--- src/rtl/bist_pkg.sv ---
// Shared types for the SRAM BIST controller: test pattern selection and
// controller FSM states.
package bist_pattern_sel;

    typedef enum logic [1:0] {
        ZERO_ONE,
        CHECKERBOARD,
        MARCH_CM_ENHANCED
    } pattern_t;

    typedef enum logic [1:0] {
        S_IDLE,
        S_RUN,
        S_DONE
    } state_t;

endpackage

--- src/rtl/bist_if.sv ---
// Connection bundle between the BIST controller and one SRAM macro.
interface bist_if
    import bist_pattern_sel::*;
#(
    parameter int MAX_ADDR   = 63,
    parameter int DATA_WIDTH = 8,
    parameter int MASK_WIDTH = 2
) (
    input logic clk
);
    localparam int AddrWidth = $clog2(MAX_ADDR);

    logic                  rst;
    logic                  en;
    pattern_t              pattern_sel;
    logic                  we;
    logic                  re;
    logic [AddrWidth-1:0]  addr;
    logic [DATA_WIDTH-1:0] din;
    logic [MASK_WIDTH-1:0] wmask;
    logic [DATA_WIDTH-1:0] check;
    logic [DATA_WIDTH-1:0] dout;
    logic                  done;
    logic                  fail;
    pattern_t              test_pattern;

    modport bist (
        input  clk, rst, en, pattern_sel, dout,
        output we, re, addr, din, wmask, check, done, fail, test_pattern
    );

    modport sram (
        input  clk, we, re, addr, din, wmask, check, done, fail, test_pattern,
        output rst, en, pattern_sel, dout
    );

endinterface

--- src/rtl/bist_march_gen.sv ---
// Sequence generator: walks pattern -> element -> address (-> op within a
// two-operation element) and presents the operation to issue this cycle.
module bist_march_gen
    import bist_pattern_sel::*;
#(
    parameter int MAX_ADDR  = 63,
    parameter int ADDR_W    = 6,
    parameter int DATA_W    = 8,
    parameter int MUX_RATIO = 4
) (
    input  logic              clk,
    input  logic              rst,
    input  pattern_t          pattern_sel,
    input  logic              step,
    output logic              valid,
    output pattern_t          pattern,
    output logic              is_write,
    output logic [ADDR_W-1:0] addr,
    output logic [DATA_W-1:0] data,
    output logic              last
);
    // Lowest row bit sits just above the column-select bits.
    localparam int ColBits = $clog2(MUX_RATIO);
    localparam logic [ADDR_W-1:0] LastAddr = ADDR_W'(MAX_ADDR);

    pattern_t          pat_q, pat_d;
    logic [2:0]        elem_q, elem_d;
    logic [ADDR_W-1:0] addr_q, addr_d;
    logic              phase_q, phase_d;
    logic              fin_q, fin_d;

    logic two_op, desc, next_desc, last_elem, at_end, bit_val;

    // Decode the current element: direction, op kind and data polarity
    always_comb begin
        two_op    = 1'b0;
        desc      = 1'b0;
        next_desc = 1'b0;
        last_elem = 1'b0;
        is_write  = 1'b0;
        bit_val   = 1'b0;
        case (pat_q)
            ZERO_ONE: begin
                is_write  = ~elem_q[0];
                bit_val   = elem_q[1];
                last_elem = (elem_q == 3'd3);
            end
            CHECKERBOARD: begin
                is_write  = ~elem_q[0];
                bit_val   = elem_q[1] ^ addr_q[ColBits] ^ addr_q[0];
                last_elem = (elem_q == 3'd3);
            end
            default: begin
                two_op    = (elem_q >= 3'd1) && (elem_q <= 3'd4);
                desc      = (elem_q == 3'd3) || (elem_q == 3'd4);
                next_desc = (elem_q == 3'd2) || (elem_q == 3'd3);
                is_write  = (elem_q == 3'd0) || (two_op && phase_q);
                bit_val   = ((elem_q == 3'd2) || (elem_q == 3'd4)) ^ phase_q;
                last_elem = (elem_q == 3'd5);
            end
        endcase
        at_end   = desc ? (addr_q == '0) : (addr_q == LastAddr);
        valid    = ~fin_q;
        pattern  = pat_q;
        addr     = addr_q;
        data     = {DATA_W{bit_val}};
        last     = (pat_q == MARCH_CM_ENHANCED) && last_elem && at_end;
    end

    // Advance to the next operation whenever one is issued
    always_comb begin
        pat_d   = pat_q;
        elem_d  = elem_q;
        addr_d  = addr_q;
        phase_d = phase_q;
        fin_d   = fin_q;
        if (step && !fin_q) begin
            if (two_op && !phase_q) begin
                phase_d = 1'b1;
            end else begin
                phase_d = 1'b0;
                if (!at_end) begin
                    addr_d = desc ? addr_q - ADDR_W'(1) : addr_q + ADDR_W'(1);
                end else if (!last_elem) begin
                    elem_d = elem_q + 3'd1;
                    addr_d = next_desc ? LastAddr : '0;
                end else begin
                    elem_d = 3'd0;
                    addr_d = '0;
                    case (pat_q)
                        ZERO_ONE:     pat_d = CHECKERBOARD;
                        CHECKERBOARD: pat_d = MARCH_CM_ENHANCED;
                        default:      fin_d = 1'b1;
                    endcase
                end
            end
        end
    end

    // Sequence position registers; reset reloads the starting pattern
    always_ff @(posedge clk) begin
        if (rst) begin
            pat_q   <= pattern_sel;
            elem_q  <= 3'd0;
            addr_q  <= '0;
            phase_q <= 1'b0;
            fin_q   <= 1'b0;
        end else begin
            pat_q   <= pat_d;
            elem_q  <= elem_d;
            addr_q  <= addr_d;
            phase_q <= phase_d;
            fin_q   <= fin_d;
        end
    end

endmodule

--- src/rtl/bist.sv ---
// SRAM BIST controller: issues the generated operations, registers the
// expected word of each read, compares it against SRAM data one cycle later
// and reports done/fail with the pattern that was running.
module bist
    import bist_pattern_sel::*;
#(
    parameter int MUX_RATIO = 4
) (
    bist_if.bist b
);
    localparam int MaxAddr = b.MAX_ADDR;
    localparam int AW      = $bits(b.addr);
    localparam int DW      = $bits(b.din);

    state_t          state_q, state_d;
    logic            rd_pend_q, rd_pend_d;
    logic            last_rd_q, last_rd_d;
    logic [DW-1:0]   check_q, check_d;
    pattern_t        rd_pat_q, rd_pat_d;
    logic            done_q, done_d;
    logic            fail_q, fail_d;
    pattern_t        fail_pat_q, fail_pat_d;

    logic            gen_valid, gen_we, gen_last;
    pattern_t        gen_pat;
    logic [AW-1:0]   gen_addr;
    logic [DW-1:0]   gen_data;
    logic            mismatch, final_ok, issue;

    bist_march_gen #(
        .MAX_ADDR  (MaxAddr),
        .ADDR_W    (AW),
        .DATA_W    (DW),
        .MUX_RATIO (MUX_RATIO)
    ) u_gen (
        .clk         (b.clk),
        .rst         (b.rst),
        .pattern_sel (b.pattern_sel),
        .step        (issue),
        .valid       (gen_valid),
        .pattern     (gen_pat),
        .is_write    (gen_we),
        .addr        (gen_addr),
        .data        (gen_data),
        .last        (gen_last)
    );

    // Strobes, comparator and next-state; a detected mismatch blocks issue at once
    always_comb begin
        mismatch   = rd_pend_q && (b.dout != check_q);
        final_ok   = rd_pend_q && last_rd_q && !mismatch;
        issue      = !b.rst && b.en && (state_q != S_DONE) && !mismatch && gen_valid;

        b.we       = 1'b0;
        b.re       = 1'b0;
        b.addr     = '0;
        b.din      = '0;
        b.wmask    = '0;
        b.check    = '0;
        check_d    = '0;
        if (issue) begin
            b.addr = gen_addr;
            if (gen_we) begin
                b.we    = 1'b1;
                b.din   = gen_data;
                b.wmask = '1;
            end else begin
                b.re    = 1'b1;
                b.check = gen_data;
                check_d = gen_data;
            end
        end

        rd_pend_d  = issue && !gen_we;
        last_rd_d  = issue && !gen_we && gen_last;
        rd_pat_d   = gen_pat;
        done_d     = done_q | mismatch | final_ok;
        fail_d     = fail_q | mismatch;
        fail_pat_d = mismatch ? rd_pat_q : fail_pat_q;

        state_d = state_q;
        case (state_q)
            S_IDLE:  if (issue) state_d = S_RUN;
            S_RUN:   if (mismatch || final_ok) state_d = S_DONE;
            default: state_d = state_q;
        endcase

        b.done         = done_q;
        b.fail         = fail_q;
        b.test_pattern = fail_q ? fail_pat_q : gen_pat;
    end

    // Control state: FSM, read-pending pipeline flags and sticky status
    always_ff @(posedge b.clk) begin
        if (b.rst) begin
            state_q   <= S_IDLE;
            rd_pend_q <= 1'b0;
            last_rd_q <= 1'b0;
            done_q    <= 1'b0;
            fail_q    <= 1'b0;
        end else begin
            state_q   <= state_d;
            rd_pend_q <= rd_pend_d;
            last_rd_q <= last_rd_d;
            done_q    <= done_d;
            fail_q    <= fail_d;
        end
    end

    // Read pipeline data: expected word and issuing pattern, qualified by rd_pend_q
    always_ff @(posedge b.clk) begin
        check_q    <= check_d;
        rd_pat_q   <= rd_pat_d;
        fail_pat_q <= fail_pat_d;
    end

endmodule

--- src/flat_wrapper.sv ---
// flat-port wrapper written by rule: the top's interface ports become plain ports
module bist_flat import bist_pattern_sel::*;
#(
    parameter int MUX_RATIO = 4
)
  (clk, b_rst, b_en, b_pattern_sel, b_dout, b_we, b_re, b_addr, b_din, b_wmask, b_check, b_done, b_fail, b_test_pattern);
  bist_if #(.MAX_ADDR(63), .DATA_WIDTH(8), .MASK_WIDTH(2)) b_i (.clk(clk));
  input wire logic clk;
  input wire logic [$bits(b_i.rst)-1:0] b_rst;
  input wire logic [$bits(b_i.en)-1:0] b_en;
  input wire logic [$bits(b_i.pattern_sel)-1:0] b_pattern_sel;
  input wire logic [$bits(b_i.dout)-1:0] b_dout;
  output wire logic [$bits(b_i.we)-1:0] b_we;
  output wire logic [$bits(b_i.re)-1:0] b_re;
  output wire logic [$bits(b_i.addr)-1:0] b_addr;
  output wire logic [$bits(b_i.din)-1:0] b_din;
  output wire logic [$bits(b_i.wmask)-1:0] b_wmask;
  output wire logic [$bits(b_i.check)-1:0] b_check;
  output wire logic [$bits(b_i.done)-1:0] b_done;
  output wire logic [$bits(b_i.fail)-1:0] b_fail;
  output wire logic [$bits(b_i.test_pattern)-1:0] b_test_pattern;
  assign b_i.rst = b_rst;
  assign b_i.en = b_en;
  assign b_i.pattern_sel = b_pattern_sel;
  assign b_i.dout = b_dout;
  assign b_we = b_i.we;
  assign b_re = b_i.re;
  assign b_addr = b_i.addr;
  assign b_din = b_i.din;
  assign b_wmask = b_i.wmask;
  assign b_check = b_i.check;
  assign b_done = b_i.done;
  assign b_fail = b_i.fail;
  assign b_test_pattern = b_i.test_pattern;
  bist #(.MUX_RATIO(MUX_RATIO)) u_core (.b(b_i));
endmodule
--- config.mk ---
export PLATFORM = sky130hd
export DESIGN_NAME = bist_flat
export DESIGN_NICKNAME = d
export VERILOG_FILES = /design/src/rtl/bist_pkg.sv /design/src/rtl/bist_if.sv /design/src/rtl/bist_march_gen.sv /design/src/rtl/bist.sv /design/src/flat_wrapper.sv
export SDC_FILE = /design/constraint.sdc
export NUM_CORES = 1
export LEC_CHECK = 0
export CAP_MARGIN = 20
export CORE_MARGIN = 5
export CORE_UTILIZATION = 50
export DETAILED_ROUTE_END_ITERATION = 12
export PLACE_DENSITY = 0.84
export SYNTH_ARGS = -nofsm -noshare
export SYNTH_HDL_FRONTEND = slang
export SYNTH_HIERARCHICAL = 1
export SYNTH_SLANG_ARGS = --single-unit
--- constraint.sdc ---
create_clock -name clk -period 3.05 [get_ports clk]
set_input_delay 0.7625 -clock clk [delete_from_list [all_inputs] [get_ports clk]]
set_output_delay 0.7625 -clock clk [all_outputs]
set_load 0.05 [all_outputs]
==> out/summary.txt <==
Syn nets: 243
Actual slew at the worst max-slew pin: 0.910 ns
Psw: 347 µW
Synth Register Bits: 31
P_leak: 1.30 nW
PwrDens: 336 nW/µm²
Vias in the first global route: 2165
WP data arrival: 2.45 ns
Hold depth: 0
CTS H-tree lvls: 2
Worst skew pair latency: 0.31 ns
Max-slew headroom: 38.4%
Hold Vio Cnt, Final: 0
Worst ir drop on vdd: 0.354 mV
Setup CP Type: reg2out
Maxcap violations: 0
First-pass GRT wire length: 11500 µm
Ys async rst share: 0%
Required time worst endpoint: 2.29 ns
Root Driver: clkbuf_8
Nets: 316
Netlist cell types: 52
Fill count: 164
Critical Path Source: u_core/u_gen/elem_q[1]
Mapped Area: 2020 µm²
Largest net degree at the start of global routing: 21
Post-synthesis area per instance: 9.03 µm²
Vias per Instance: 6.41
Fraction of layout cells with a size suffix above 1: 44.3%
RSZ-0062 raised after global routing: yes
Clock power frac: 37.2%
Min-delay worst type: reg2reg
Worst-path fanout max: 7
Tot Pwr: 1.13 mW
Worst reg2reg path depth: 11
Skew final: 0.0158 ns
Switching Share: 30.7%
Period utilization: 105%
TritonCTS clock tree: built
Internal power: 785 µW
Failing checks: negative setup slack
Syn Inst Count: 224
Seq/Total Area, Yosys: 32.7%
Final setup vio count: 17
CTS Buffer Depth: 2
Final WL: 8400 µm
Max Fclk: 312 MHz
Initial antenna violation count: 0
Combinational power share: 23.2%
Num CTS Buffers: 5
Cell row count: 23
Chip Width: 73.6 µm
Crit path launch type: register
Core Area: 3970 µm²
Initial core utilization: 50.9%
Min-delay src: u_core/rd_pat_q[1]
Post-synth EDFFs: 4
# diodes: 0
Remaining antenna violation count: 0
Worst reg2reg path startpoint: u_core/check_q[1]
Die ar.: 5420 µm²
Area delta synth->final: 66.6%
Max Slew Vio Count: 0
Total GRT Usage: 28.1%
First-pass DRT Iterations: 5
Top_reg_cell synth: dfxtp_1
Hold buffers post-CTS: 0
Sequential share of power: 39.6%
Drt drc: 0
Critical Path End Type: output port
Clk sinks: 31
I/O Buffers: 42
Dpl hpwl: 3970 µm
Final Worst Setup Slack: -0.159 ns
# IOs: 43
Status: finished with violations
Initial drt markers: 257
WL/cell: 24.1 µm
Die Ht: 73.6 µm
Total global routing overflow: 0
Minimum clock period: 3.21 ns
DP Worst Slack: -0.275 ns
Worst hold slack: 0.417 ns
RD Place Congestion: 0.791
Worst-path clk slew: 0.09 ns
Via count: 2232
Total number of yosys warnings: 6
==> Yosys cell counts, types with 2 or more instances <==
library cell	n	share of area [%]
dfxtp_1	27	27
nor2_1	21	3.9
nand2_1	13	2.4
a21oi_1	12	3.0
buf_4	12	4.5
inv_1	12	2.2
nor3b_1	11	4.1
xor2_1	9	3.9
and4bb_2	7	4.3
o21ai_0	7	1.7
a311oi_1	6	2.6
buf_2	6	1.5
ha_1	6	3.7
edfxtp_1	4	5.9
nand4_1	4	1.2
nor2b_1	4	1.2
o21a_1	4	1.5
buf_6	3	1.7
mux2_2	3	1.7
mux2i_1	3	1.5
nand2b_1	3	0.93
nand3_1	3	0.74
nor3_1	3	0.74
nor4_1	3	0.93
or3_1	3	0.93
xnor2_1	3	1.3
and4bb_1	2	1.2
nand3b_1	2	0.74
nor4_2	2	1.2
o311ai_1	2	0.87
o31a_1	2	0.87
o31ai_1	2	0.74
==> metrics by stage <==
stage	util [%]	cell area, µm²	cells	TNS (ns)
5_1_grt	84.8	3370	348	-2.68
2_1_floorplan	-	2140	224	-0.0585
3_5_place_dp	72.9	2900	312	-6.86
3_3_place_gp	72.9	2900	312	-3.79
4_1_cts	81.1	3220	337	-0.595
6_report	84.8	3370	348	-0.991
==> final timing paths <==
kind,slack [ns],end
min reg2reg,0.42,u_core/fail_pat_q[1]
min,0.42,u_core/fail_pat_q[1]
max reg2reg,0.24,u_core/u_gen/addr[2]
max,-0.16,b_check[6]
==> cell type report <==
cell class | instances | area (µm²) | area share, %
well taps | 50 | 62.6 | 1.86
flip-flops and latches | 31 | 667 | 19.8
clock buffers | 5 | 68.8 | 2.04
clock inverters | 3 | 38.8 | 1.15
repair buffers | 86 | 1080 | 32.0
multi-input cells | 161 | 1410 | 41.7
inverters | 12 | 47.5 | 1.41
==> routing by layer <==
metal	up-vias	GRT usage (%)	wire length [µm]
met4	0	14.1	425
met2	169	48.7	4160
met3	41	6.98	701
met5	-	0	0
li1	957	-	-
met1	1065	31.7	3110
==> logic make-up (layout without fill, tap and decap cells) <==
| logic type | count (synthesis) | count (layout) | synth area share (%) |
|---|---|---|---|
| DFF | 31 | 31 | 32.7 |
| muxes | 6 | 6 | 3.16 |
| buffers and inverters | 34 | 106 | 10.0 |
| xor gates and xnor gates | 12 | 12 | 5.20 |
| adders and majority gates | 6 | 6 | 3.71 |
| and+or+nand+nor | 88 | 89 | 28.3 |
| AOI/OAI and AO/OA | 47 | 48 | 17.0 |
==> critical path, cell delays in order, from the launching register on <==
cell and delay, ns:
dfxtp_2 0.36, inv_4 0.05, ha_4 0.17, nor4_4 0.33, nor2_2 0.08, nor2_2 0.11
o31a_1 0.14, o32ai_2 0.08, buf_6 0.16, buf_12 0.13, and4bb_2 0.38, buf_12 0.16
==> registers in the layout, summed over array words and instances (netlist names) <==
signal                count
u_core/b.fail             1
u_core/b.done             1
u_core/u_gen/addr         6
u_core/rd_pend_q          1
u_core/u_gen/fin_q        1
u_core/fail_pat_q         2
u_core/last_rd_q          1
u_core/u_gen/phase_q      1
u_core/check_q            8
u_core/u_gen/pattern      2
u_core/rd_pat_q           2
u_core/state_q            2
u_core/u_gen/elem_q       3
==> repair_timing <==
item / 4_1_cts / 5_1_grt
hold endpoints to repair: 0 / 0
gates resized for setup: 32 / 22
gates cloned: 2 / 2
setup buffers: 15 / 9
pin swaps: 24 / 14
setup endpoints to repair: 28 / 30
==> cells in the final DEF, fill, tap and decap left out, types with 3 or more instances in the layout <==
cell type / instances
a311oi_1: 6
a21oi_2: 3
nand3_1: 3
nor2_2: 3
o21a_1: 4
nand4_1: 4
clkdlybuf4s50_1: 6
buf_6: 6
ha_1: 4
a21oi_1: 10
buf_4: 32
xor2_1: 7
xnor2_1: 3
or3_1: 3
dfxtp_1: 24
nor2b_1: 4
mux2i_1: 3
edfxtp_1: 4
nand2b_1: 3
nor3_1: 3
clkbuf_8: 5
mux2_2: 3
buf_12: 31
dlygate4sd2_1: 5
and4bb_2: 9
inv_1: 10
o21ai_0: 6
nand2_1: 12
nor3b_4: 10
nor2_1: 17
==> power by group through the flow <==
stage | clock, mW | sequential [mW] | combinational (mW)
3_3_place_gp | 0 | 0.453 | 0.203
6_report | 0.422 | 0.448 | 0.262
2_1_floorplan | 0 | 0.445 | 0.147
5_1_grt | 0.448 | 0.449 | 0.270
3_5_place_dp | 0 | 0.454 | 0.210
4_1_cts | 0.407 | 0.444 | 0.230
(Power assumes the default switching activity.)
